### config.mk
export PLATFORM = sky130hd
export DESIGN_NAME = uart_tx_arbiter
export DESIGN_NICKNAME = d
export VERILOG_FILES = /design/src/rtl/uart_tx_arbiter.sv
export SDC_FILE = /design/constraint.sdc
export NUM_CORES = 1
export LEC_CHECK = 0
export CORE_ASPECT_RATIO = 2
export CORE_MARGIN = 2
export CORE_UTILIZATION = 32
export DETAILED_ROUTE_END_ITERATION = 8
export GPL_ROUTABILITY_DRIVEN = 0
export GPL_TIMING_DRIVEN = 0
export PLACE_DENSITY = 0.63
export SYNTH_ARGS = -nofsm -noshare
export SYNTH_HDL_FRONTEND = slang
export SYNTH_SLANG_ARGS = --single-unit
### constraint.sdc
create_clock -name i_clk -period 1.7 [get_ports i_clk]
set_input_delay 0.34 -clock i_clk [delete_from_list [all_inputs] [get_ports i_clk]]
set_output_delay 0.34 -clock i_clk [all_outputs]
set_load 0.01 [all_outputs]
### src/rtl/uart_tx_arbiter.sv
// Round-robin arbiter that shares one UART transmitter between NREQ byte sources,
// with a watchdog that abandons a frame whose tx_done never arrives.
module uart_tx_arbiter #(
    parameter int unsigned NREQ = 4,
    parameter int unsigned N    = 8,
    parameter int unsigned TMO  = 65536
) (
    input  logic                      i_clk,
    input  logic                      rst,
    input  logic [NREQ-1:0]           i_req,
    input  logic [NREQ*N-1:0]         i_data,
    input  logic                      i_tx_ready,
    input  logic                      i_tx_done,
    output logic [N-1:0]              o_data,
    output logic                      o_dv,
    output logic [NREQ-1:0]           o_gnt,
    output logic [$clog2(NREQ)-1:0]   o_owner,
    output logic                      o_busy,
    output logic                      o_err
);

    localparam int unsigned PW = $clog2(NREQ);
    localparam int unsigned CW = $clog2(TMO);

    typedef enum logic [1:0] {StIdle, StSend, StWaitDone} state_e;

    state_e        state_q;
    logic [PW-1:0] ptr_q;
    logic [CW-1:0] cnt_q;

    logic [PW-1:0] winner;
    logic [PW-1:0] cand;
    logic          found;
    int unsigned   idx;

    // Scan requesters starting at ptr_q, wrapping modulo NREQ; first set bit wins.
    always_comb begin
        winner = '0;
        cand   = '0;
        found  = 1'b0;
        idx    = 0;
        for (int unsigned i = 0; i < NREQ; i++) begin
            idx  = (32'(ptr_q) + i) % NREQ;
            cand = PW'(idx);
            if (!found && i_req[cand]) begin
                found  = 1'b1;
                winner = cand;
            end
        end
    end

    always_ff @(posedge i_clk) begin
        if (rst) begin
            state_q <= StIdle;
            ptr_q   <= '0;
            cnt_q   <= '0;
            o_data  <= '0;
            o_dv    <= 1'b0;
            o_gnt   <= '0;
            o_owner <= '0;
            o_busy  <= 1'b0;
            o_err   <= 1'b0;
        end else begin
            o_err <= 1'b0;
            unique case (state_q)
                StIdle: begin
                    // A busy transmitter (e.g. still finishing a frame across our reset) blocks grants.
                    if (found && i_tx_ready) begin
                        o_data  <= i_data[32'(winner)*N +: N];
                        o_dv    <= 1'b1;
                        o_gnt   <= NREQ'(1) << winner;
                        o_owner <= winner;
                        ptr_q   <= (winner == PW'(NREQ - 1)) ? '0 : winner + PW'(1);
                        o_busy  <= 1'b1;
                        state_q <= StSend;
                    end
                end
                StSend: begin
                    o_dv    <= 1'b0;
                    o_gnt   <= '0;
                    cnt_q   <= '0;
                    state_q <= StWaitDone;
                end
                StWaitDone: begin
                    // Done takes precedence over a simultaneous watchdog expiry.
                    if (i_tx_done) begin
                        o_busy  <= 1'b0;
                        state_q <= StIdle;
                    end else if (cnt_q == CW'(TMO - 1)) begin
                        o_err   <= 1'b1;
                        o_busy  <= 1'b0;
                        state_q <= StIdle;
                    end else begin
                        cnt_q <= cnt_q + CW'(1);
                    end
                end
                default: begin
                    o_dv    <= 1'b0;
                    o_gnt   <= '0;
                    o_busy  <= 1'b0;
                    state_q <= StIdle;
                end
            endcase
        end
    end

endmodule

### Word-level counts from Yosys, hierarchy flattened

Index checks and enable logic that the tools add are counted.

| operators by class | value |
|---|---|
| shifts and indexed selects | 2 |
| equal/unequal tests | 8 |
| reduce and logical (&&, ||, !) cells | 15 |
| muxes and demuxes | 32 |
| $lt $le $gt $ge | 4 |
| add/sub/neg operators | 5 |
| bitwise gates (word level) | 2 |

Operator list:

| operator | number |
|---|---|
| 16-bit two-way mux | 2 |
| 16-bit case mux with 2 select lines | 1 |
| 32-bit by 6-bit indexed part select with 8-bit output | 1 |
| 16-bit by 1-bit adder with 16-bit output, second input constant | 1 |
| 16-bit equality test, second input constant | 1 |
| 2-bit two-way mux | 8 |
| 2-bit by 3-bit < comparator with 1-bit output, second input constant | 4 |
| 1-bit two-way mux | 12 |
| 1-bit binary-select mux with 2-bit select | 4 |
| 4-bit case mux with 2 select lines | 1 |
| 2-bit inequality test, second input constant | 3 |
| 2-bit case mux with 3 select lines | 1 |
| 2-bit AND reduction | 3 |
| 3-bit AND reduction | 2 |
| 2-bit by 1-bit adder with 2-bit output, second input constant | 2 |
| 2-bit adder, second input constant | 2 |
| 2-bit equality test, second input constant | 2 |
| 1-bit logical AND | 4 |
| 4-bit two-way mux | 1 |
| 1-bit by 2-bit left shift with 4-bit output, first input constant | 1 |
| 1-bit logical NOT | 3 |
| 3-bit inequality test, second input constant | 1 |
| 1-bit case mux with 3 select lines | 1 |
| 3-bit OR reduction | 1 |
| other kinds (5) | 6 |

| word-level totals | value |
|---|---|
| word-level logic and storage cells | 77 |
| bits of input ports | 40 |
| output and inout bits | 17 |
| register bits after elaboration | 37 |

### Logic depth before layout (Yosys ltp)

Gate-level depths: netlist of run 1.

| depth | value |
|---|---|
| depth after elaboration | 15 |
| mapped depth | 8 |
| depth with buffers taken out | 7 |

### Worst setup path before layout of run 1

No wires, ideal clock.

| timing | value |
|---|---|
| path type | register -> register |
| from | reg cnt_q[0] |
| to | reg cnt_q[9] |
| data required time | 1.580 ns |
| period minus slack after synthesis | 1.857 ns |
| data arrival time | 1.737 ns |
| path slack | -0.157 ns |
| setup time | 0.120 ns |
| path buffers | 1 |
| stages on the path, launching flop included | 8 |
| cells stage by stage | dfxtp_1 -> ha_1 -> nand2_1 -> or4_4 -> buf_6 -> o2111ai_1 -> xor2_1 -> nor2_1 |

| between the ends | value |
|---|---|
| word-level cells in the longest chain between the ends | 4 |
| elaborated cells between the ends (all ways) | 7 |
| classes of those cells | 1 x add/sub; 2 x eq/ne; 3 x mux; 1 x reduce/logical |

Ends and longest elaborated chain:

| what | line | RTL |
|---|---|---|
| start, declared | 29 | `logic [CW-1:0] cnt_q;` |
| start signal, assigned | 94 | `cnt_q <= cnt_q + CW'(1);` |
| 16-bit by 1-bit adder with 16-bit output | 94 |  |
| 16-bit two-way mux | 89 | `end else if (cnt_q == CW'(TMO - 1)) begin` |
| 16-bit two-way mux | 86 | `if (i_tx_done) begin` |
| 16-bit case mux with 2 select lines | 65 | `unique case (state_q)` |

Several ways; a longest one is shown, not always the timed one. The select of a mux whose other input is x is not followed.
A chain may end at the register's enable or synchronous reset.

### Final worst setup path of run 1

| timing | value |
|---|---|
| from | reg cnt_q[6] |
| to | reg cnt_q[2] |

| between the ends | value |
|---|---|
| word-level cells in the longest chain between the ends | 3 |

Ends and longest elaborated chain:

| what | line |
|---|---|
| 16-bit equality test | 89 |
| 2-bit inequality test (no line) | n/a |
| 3-bit AND reduction (no line) | n/a |

Every way passes these cells.

==> results.md, run 1 <==
- The max-slew violation count was 0.
- The clock passes through at most 2 buffers.
- The worst setup slack after layout is -0.00517 ns.
- After synthesis, the share of flip-flops with an asynchronous set or reset is 0%.
- After synthesis, the cell types taking the most area are sky130_fd_sc_hd__dfxtp_1 37%, sky130_fd_sc_hd__mux2i_1 8.6%, sky130_fd_sc_hd__nand3_1 4.6%.
- Dividing the synthesized area by the synthesized cell count gives 8.99 um2.
- From left edge to right edge, the die measures slightly below 60 um.
- The most frequently used flop master after synthesis is sky130_fd_sc_hd__dfxtp_1.
- The worst setup path is captured at a register.
- The routed design uses 312 um of met3 wire.
- The number of I/O port buffers is 55.
- After synthesis, flip-flops and latches occupy about 37% of the total area.
- The share of cells above drive strength 1 is between 20% and 30%.
- The run finished, with violations left.
- The detailed-routed wire length on met2 is about 3500 um.
- For this run, the post-layout net count is ~340.
- VDD sags by at most 0.592 mV.
- Hold repair after CTS inserted 0 buffers.
- The clock tree root driver cell is sky130_fd_sc_hd__clkbuf_16.
- Setup repair after global routing could not meet its margin everywhere.
- 0 antenna diodes ended up in the layout.
- For this block, the via count after detailed routing is between 1500 and 2000.
- Dividing the detail-routed wire length by the instance count gives approximately 16 um.
- Before antenna repair, the detailed router went through 4 iterations.
- The number of library cell types mapped by synthesis is 57.
- Power spread over the standard cell area amounts to 820 nW/um2.
- The required time reported for the critical path endpoint is approximately 1.9 ns.
- The number of H-tree branching levels is 2.
- The all-layer global routing usage is about 18%.
- For the finished layout, the period the worst path requires is about 1.7 ns.
- The number of CTS-inserted buffers is 5.
- In this run the worst hold path is classified as in -> reg.
- Headroom to the max-slew limit came out at about three fifths.
- The TritonCTS clock tree is done.
- The final hold slack is about 0.28 ns.
- The count of final hold-check violations came to 0.
- The mapped netlist covers ~2000 um2.
- The source-to-sink clock delay at the later pin of the worst-skew pair is 0.29 ns.
- Among all cell types in the netlist, the one instantiated most often is sky130_fd_sc_hd__dfxtp_1.
- The mean number of vias per cell is between 5 and 6.
- The placed instances occupy a cell area of ~2600 um2.
- The slew at the pin closest to its max-slew limit is between 0.5 and 0.6 ns.
- The initial antenna violation count is 0.
- Counting flops and latches in the post-synthesis netlist gives 37.
- The wire length of the first global-routing pass is 9450 um.
- The xor/xnor cell area share of the yosys netlist is roughly 3.1%.
- The clock-pin slew on the worst setup and hold paths is about 0.060 ns.
- The count of yosys warnings during synthesis is 0.
- After technology mapping, the gate count stands at 220.
- Yosys mapped a number of flops with a built-in enable equal to 0.
- The final instance area is 3080 um2.
- After Yosys synthesis, full adders, half adders and majority gates account for ~1.3% of the synthesized area.
- The synthesized design spends more area on one cell type than any other, namely sky130_fd_sc_hd__dfxtp_1.
- The simple-gate share of the synthesized area is 26.2%.
- The final setup violation count is 1.
- The sum of negative setup slack is -0.00517 ns.
- Max-cap violations in this run came to 0.
- By count the netlist is led by 37 x sky130_fd_sc_hd__dfxtp_1, 24 x sky130_fd_sc_hd__nand2_1, 20 x sky130_fd_sc_hd__nor2_1.
- The number of nets handed over by synthesis was roughly 260.
- Based on the critical path, the design can be clocked at up to slightly below 600 MHz.
- The area added between synthesis and finish is 55.9%.
- In the routed design, unresolved DRC markers number 0.
- The effective utilization at floorplan is 32.9%.
- The number of clock sinks is 37.
- The critical path in this run is classified as reg -> reg.
- In this run the biggest area consumer among cell types represents 37.4% of the synthesized area.
- After filler insertion, the fill cell instance count of the layout stands at 583.
- The die area is ~6900 um2.
- The maximum fanout encountered on the critical timing path is 6.
- The worst setup path is launched from a register.
- Once detail routing completed, the nets flagged for antenna violations numbered 0.
- After synthesis, the share of cell area in mux cells is 9.17%.
- The final reports fail on setup timing.
- Entering global routing, the biggest net connects 13 pins.
- For this design the static power due to leakage is roughly 1.2 nW.
- Data arrives at the worst endpoint at 1.88 ns.
- After synthesis, the largest family of logic cells by area is simple AND/OR/NAND/NOR gates.
- The number of global-route vias before repair came to 2077.
- The detailed router used layers up to and including met4.
- Summing the areas of all compound-gate instances in the mapped netlist gives about 18% of the synthesized area.
- The final setup skew is 0.00982 ns.
- The wire length the detailed router placed on met1 is ~1800 um.
- Of the available clock period, the critical path in the final layout requires 100%.
- In this run, the number of DRC markers left after iteration 0 of detailed routing was 23.
- The final layout contains routed wiring with a total length of between 5000 and 6000 um.
- The total overflow left after global routing is 0.
- From bottom edge to top edge, the die measures ~120 um.
- The standard cell core area is between 6000 and 7000 um2.
- The half-perimeter wire length of the detailed placement result is between 4000 and 5000 um.
- In this run the core area contains 40 standard-cell rows.
- The total I/O pin count is 57.
-- flip-flops by register name, summed over array words and instances, names as in the netlist --
name	count
o_err	1
o_data	8
state_q	2
o_gnt	4
o_owner	2
o_dv	1
o_busy	1
cnt_q	16
ptr_q	2
-- cell type report --
cell class | instances | area [um2] | share of cell area (%)
clock inverter | 2 | 35.0 | 1.14
tap | 63 | 78.8 | 2.56
sequential | 37 | 779 | 25.3
timing repair buffer | 73 | 673 | 21.8
multi-input combinational | 168 | 1280 | 41.7
buffer | 9 | 85.1 | 2.76
clock buffer | 6 | 129 | 4.18
inverter | 5 | 18.8 | 0.609
-- repair_timing --
item                                    in CTS  in global routing
buffers inserted                            12                  6
resized for setup                           25                 35
pin swaps                                   13                 12
endpoints found under the setup margin      32                 27
-- cell usage in the layout, fill, tap and decap left out, drive strengths merged, types with 3 or more instances in the layout --
cell type,netlist,routed
clkdlybuf4s50,0,50
dfxtp,37,37
nand2,24,24
buf,6,23
nor2,20,20
nand3,19,19
a21oi,18,18
mux2i,17,17
clkbuf,4,12
o221ai,8,8
xnor2,5,5
inv,5,5
nand4,4,4
a211oi,4,4
nor2b,3,3
and3,3,3
or3,3,3
o2111ai,3,3
-- final timing paths --
kind	from	end	slack, ns	depth (start not counted)
worst min-delay path	rst	cnt_q[12]	0.28	2
worst min register to register	o_gnt[3]	o_gnt[3]	0.46	2
worst max-delay path	cnt_q[6]	cnt_q[2]	-0.005	5
worst max register to register	cnt_q[6]	cnt_q[2]	-0.005	5
-- metal layers --
metal	GRT usage, %	vias to the layer above
met1	15.8	913
met5	0	-
li1	-	973
met4	9.19	0
met3	4.72	12
met2	36.0	62
-- critical path: stages (launching register included) --
cell and delay [ns]:
sky130_fd_sc_hd__dfxtp_4 0.37, sky130_fd_sc_hd__nand4_4 0.13, sky130_fd_sc_hd__or4_4 0.61, sky130_fd_sc_hd__o211ai_1 0.23
sky130_fd_sc_hd__xor2_1 0.19, sky130_fd_sc_hd__nor2_1 0.05
-- per-stage QoR --
stage | worst slack, ns | cells | utilization, % | power [mW]
floorplan | -0.0164 | 220 | - | 1.19
global placement | -0.762 | 338 | 44.0 | 1.41
detailed placement | -0.789 | 338 | 44.0 | 1.42
CTS | -0.0696 | 357 | 49.0 | 2.52
global route | -0.0707 | 363 | 51.4 | 2.64
finish | -0.00517 | 363 | 51.4 | 2.53
-- report_power, final --
group	switching (mW)	internal (mW)	leakage [nW]	total, mW
Combinational	0.228	0.305	0.790	0.534
Clock	0.372	0.690	0.0808	1.06
Sequential	0.0308	0.901	0.310	0.932
Total	0.631	1.90	1.18	2.53
-- kinds of logic after synthesis --
| group | count (synthesis) |
|---|---|
| AND/OR/NAND/NOR | 94 |
| AO/OA/AOI/OAI | 47 |
| flip-flops | 37 |
| multiplexers | 18 |
| buffers and inverters | 15 |
| XOR/XNOR | 7 |
| adder cells (fa/ha/maj) | 2 |
Note: power is estimated with default switching activity, not from simulation.
==> run 2: changes to the inputs <==
==> constraint.sdc (replaced) <==
create_clock -name i_clk -period 1.7 [get_ports i_clk]
set_input_delay 0.34 -clock i_clk [delete_from_list [all_inputs] [get_ports i_clk]]
set_output_delay 0.34 -clock i_clk [all_outputs]
set_load 0.05 [all_outputs]
==> run 2 against run 1 <==
  * The run still ends with setup timing left
  * Critical endpoint unchanged
  * Flip-flop and latch count did not move
  * Largest cell class unchanged
  * Sequential share of layout area shrank 0.38 points
  * Critical path type unchanged
  * Critical path depth is 1 higher
  * Combinational power increased by 16%
  * Highest routed layer unchanged
  * First-iteration DRC count rose by 13%
  * Largest power group unchanged
  * Count of clock-buffer cells in the layout unchanged
==> results.md, run 2 (synthesis results as in run 1) <==
- The wire length of the first global-routing pass is 9630 um (+1.9%).
- The maximum fanout encountered on the critical timing path was 6 (unchanged).
- The arrival time at the worst endpoint is 1.92 ns (+0.04 ns).
- The vertical die dimension is 115 um (unchanged).
- The worst slew margin relative to its limit is 66.4% (+5.0 points).
- The clock-pin slew on the worst setup and hold paths is 0.06 ns (about the same).
- The part of the total power dissipated in the clock network came to 40.7% (-1.3 points).
- STA classifies the critical path endpoint as a register.
- The met1 track utilization from global routing is 16.4% (+0.62 points).
- The peak supply drop is 0.615 mV (+3.9%).
- The final reports fail on setup timing.
- The share of the core filled with cells is 51.4% (about the same).
- The switching power as a share of total power is 28.5% (+3.5 points).
- The net switching power came to 748 uW (+19%).
- The share of cells above drive strength 1 was 28.6% (+0.62 points).
- The number of H-tree branching levels is 2 (unchanged).
- The TritonCTS clock tree is done.
- The leakage power of the design is 1.27 nW (+7.9%).
- The number of I/O port buffers came to 55 (unchanged).
- The flip-flop count of the largest register after layout is 16 (unchanged).
- The number of search-and-repair iterations in the first detailed-routing pass came to 4 (unchanged).
- The number of clock sinks was 37 (unchanged).
- The die extent in x came to 59.6 um (unchanged).
- The area added between synthesis and finish came to 56.0% (about the same).
- The tree is rooted in a sky130_fd_sc_hd__clkbuf_16.
- The final setup violation count is 4 (+3).
- The shortest period the worst path allows is 1.75 ns (+0.0441 ns).
- The library cells used most frequently in the layout, excluding fill and tap cells, are 33 x sky130_fd_sc_hd__clkdlybuf4s50_1, 25 x sky130_fd_sc_hd__dfxtp_1, 23 x sky130_fd_sc_hd__buf_4.
- The leading cell type in the layout, fill and taps excluded is sky130_fd_sc_hd__clkdlybuf4s50_1.
- The pin count of the biggest net entering global routing is 13 (unchanged).
- The remaining global-route overflow is 0 (unchanged).
- The worst setup slack after layout is -0.0493 ns (-0.0441 ns).
- The worst hold path belongs to the class in -> reg.
- The violation count after the first detailed-route iteration was 26 (+13%).
- The maximum count of clock buffers along a single path was 2 (unchanged).
- The detailed-route wire length per cell came to 15.6 um (-2.3%).
- The initial antenna violation count is 0 (unchanged).
- The part of the power in registers is 35.6% (-1.3 points).
- The routed wire length came to 5730 um (-1.2%).
- The half-perimeter wire length of the detailed placement result came to 4340 um (unchanged).
- Setup repair after global routing could not meet its margin everywhere.
- The final instance area was 3090 um2 (about the same).
- The routing usage on met2 is 36.5% (+0.44 points).
- The fmax is 572 MHz (-2.5%).
- STA classifies the critical path startpoint as a register.
- The cell-internal power is 1.88 mW (-0.83%).
- The number of hold buffers added after CTS is 0 (unchanged).
- The source-to-sink clock delay at the later pin of the worst-skew pair is 0.29 ns (about the same).
- The slew at the pin closest to its max-slew limit is 0.505 ns (-0.0754 ns).
- The area of placed instances was 2640 um2 (unchanged).
- The number of design rule violations left after detail routing was 0 (unchanged).
- The total power per unit cell area is 852 nW/um2 (+4.0%).
- The busiest metal layer after global routing is met2.
- The global-route track usage on met3 is 4.27% (-0.45 points).
- The total of max-cap violations came to 0 (unchanged).
- The share of the cycle needed by the critical path after routing is 103% (+2.6 points).
- The via total after detailed routing came to 1963 (+0.15%).
- The final instance count without filler cells is 367 (+1.1%).
- The number of global-route vias before repair is 2092 (+0.72%).
- The number of antenna-violating nets in the routed design came to 0 (unchanged).
- The count of final hold-check violations is 0 (unchanged).
- The site row count is 40 (unchanged).
- The max-slew violation count is 0 (unchanged).
- The number of CTS-inserted buffers came to 5 (unchanged).
- The run finished, with violations left.
- The mean number of vias per cell is 5.35 (-0.94%).
- The all-layer global routing usage is 18.6% (+0.29 points).
- In the final layout, the registers with the most flip-flops are cnt_q x16, o_data x8, o_gnt x4.
- The count of filler cells inserted in the layout is 594 (+1.9%).
- The number of nets in the layout is 345 (+1.2%).
- The number of diodes added for antenna fixing is 0 (unchanged).
- The required time reported for the critical path endpoint is 1.87 ns (about the same).
- The effective utilization at floorplan is 32.9% (unchanged).
- The final hold slack is 0.277 ns (+0.000353 ns).
- The worst slack at placement is -0.789 ns (unchanged).
- The fraction of power consumed by combinational cells is 23.7% (+2.6 points).
- The worst setup path is of the reg -> reg kind.
- cnt_q holds more flip-flops than any other register.
- The total I/O pin count is 57 (unchanged).
- The standard cell core area is 6010 um2 (unchanged).
- The final setup skew is 0.00875 ns (-0.00107 ns).
- The number of placed instances, taps included is 338 (unchanged).
- The die area is 6860 um2 (unchanged).
[run 2: stage by stage]
stage | power [mW] | setup TNS [ns]
floorplan | 1.30 | -0.0229
global placement | 1.52 | -17.52
detailed placement | 1.53 | -18.37
CTS | 2.60 | -0.304
global route | 2.73 | -0.453
finish | 2.63 | -0.109
[run 2: path summary, 6_finish.rpt]
check,from,end,slack (ns),cells past startpoint
setup / recovery,cnt_q[1],cnt_q[2],-0.05,6
hold / removal,rst,cnt_q[12],0.28,2
setup reg to reg,cnt_q[1],cnt_q[2],-0.05,6
hold reg to reg,o_gnt[3],o_gnt[3],0.45,2
[run 2: power groups by stage]
stage	Clock, mW	Sequential, mW	Combinational, mW
after floorplan	0	1.08	0.217
after detailed placement	0	0.961	0.566
after CTS	1.08	0.940	0.581
after global placement	0	0.959	0.565
final	1.07	0.936	0.622
after global routing	1.12	0.944	0.667
[run 2: layout make-up]
class	count	area [um2]	share of cell area [%]
multi-input cells	168	1280	41.6
clock buffers	6	129	4.18
repair buffers	77	686	22.2
clock inverters	2	35.0	1.14
inverters	5	18.8	0.608
well taps	63	78.8	2.55
flip-flops and latches	37	768	24.9
plain buffers	9	87.6	2.84
[run 2: repair_timing]
| item | 4_1_cts | 5_1_grt |
|---|---|---|
| resized for setup | 49 | 24 |
| setup endpoints to repair | 49 | 25 |
| buffers inserted | 13 | 9 |
| pin swaps | 16 | 13 |
[run 2: metal layers]
metal	up-vias	wire, um
met4	0	170
met5	-	0
met3	10	285
met1	919	1850
met2	53	3420
li1	981	-
[run 2: critical path, cell delays in order, from the launching register on]
cell and delay (ns):
sky130_fd_sc_hd__dfxtp_4 0.36, sky130_fd_sc_hd__ha_4 0.14, sky130_fd_sc_hd__nand2_4 0.07, sky130_fd_sc_hd__or4_4 0.58, sky130_fd_sc_hd__o211ai_1 0.23, sky130_fd_sc_hd__xor2_1 0.19, sky130_fd_sc_hd__nor2_1 0.06
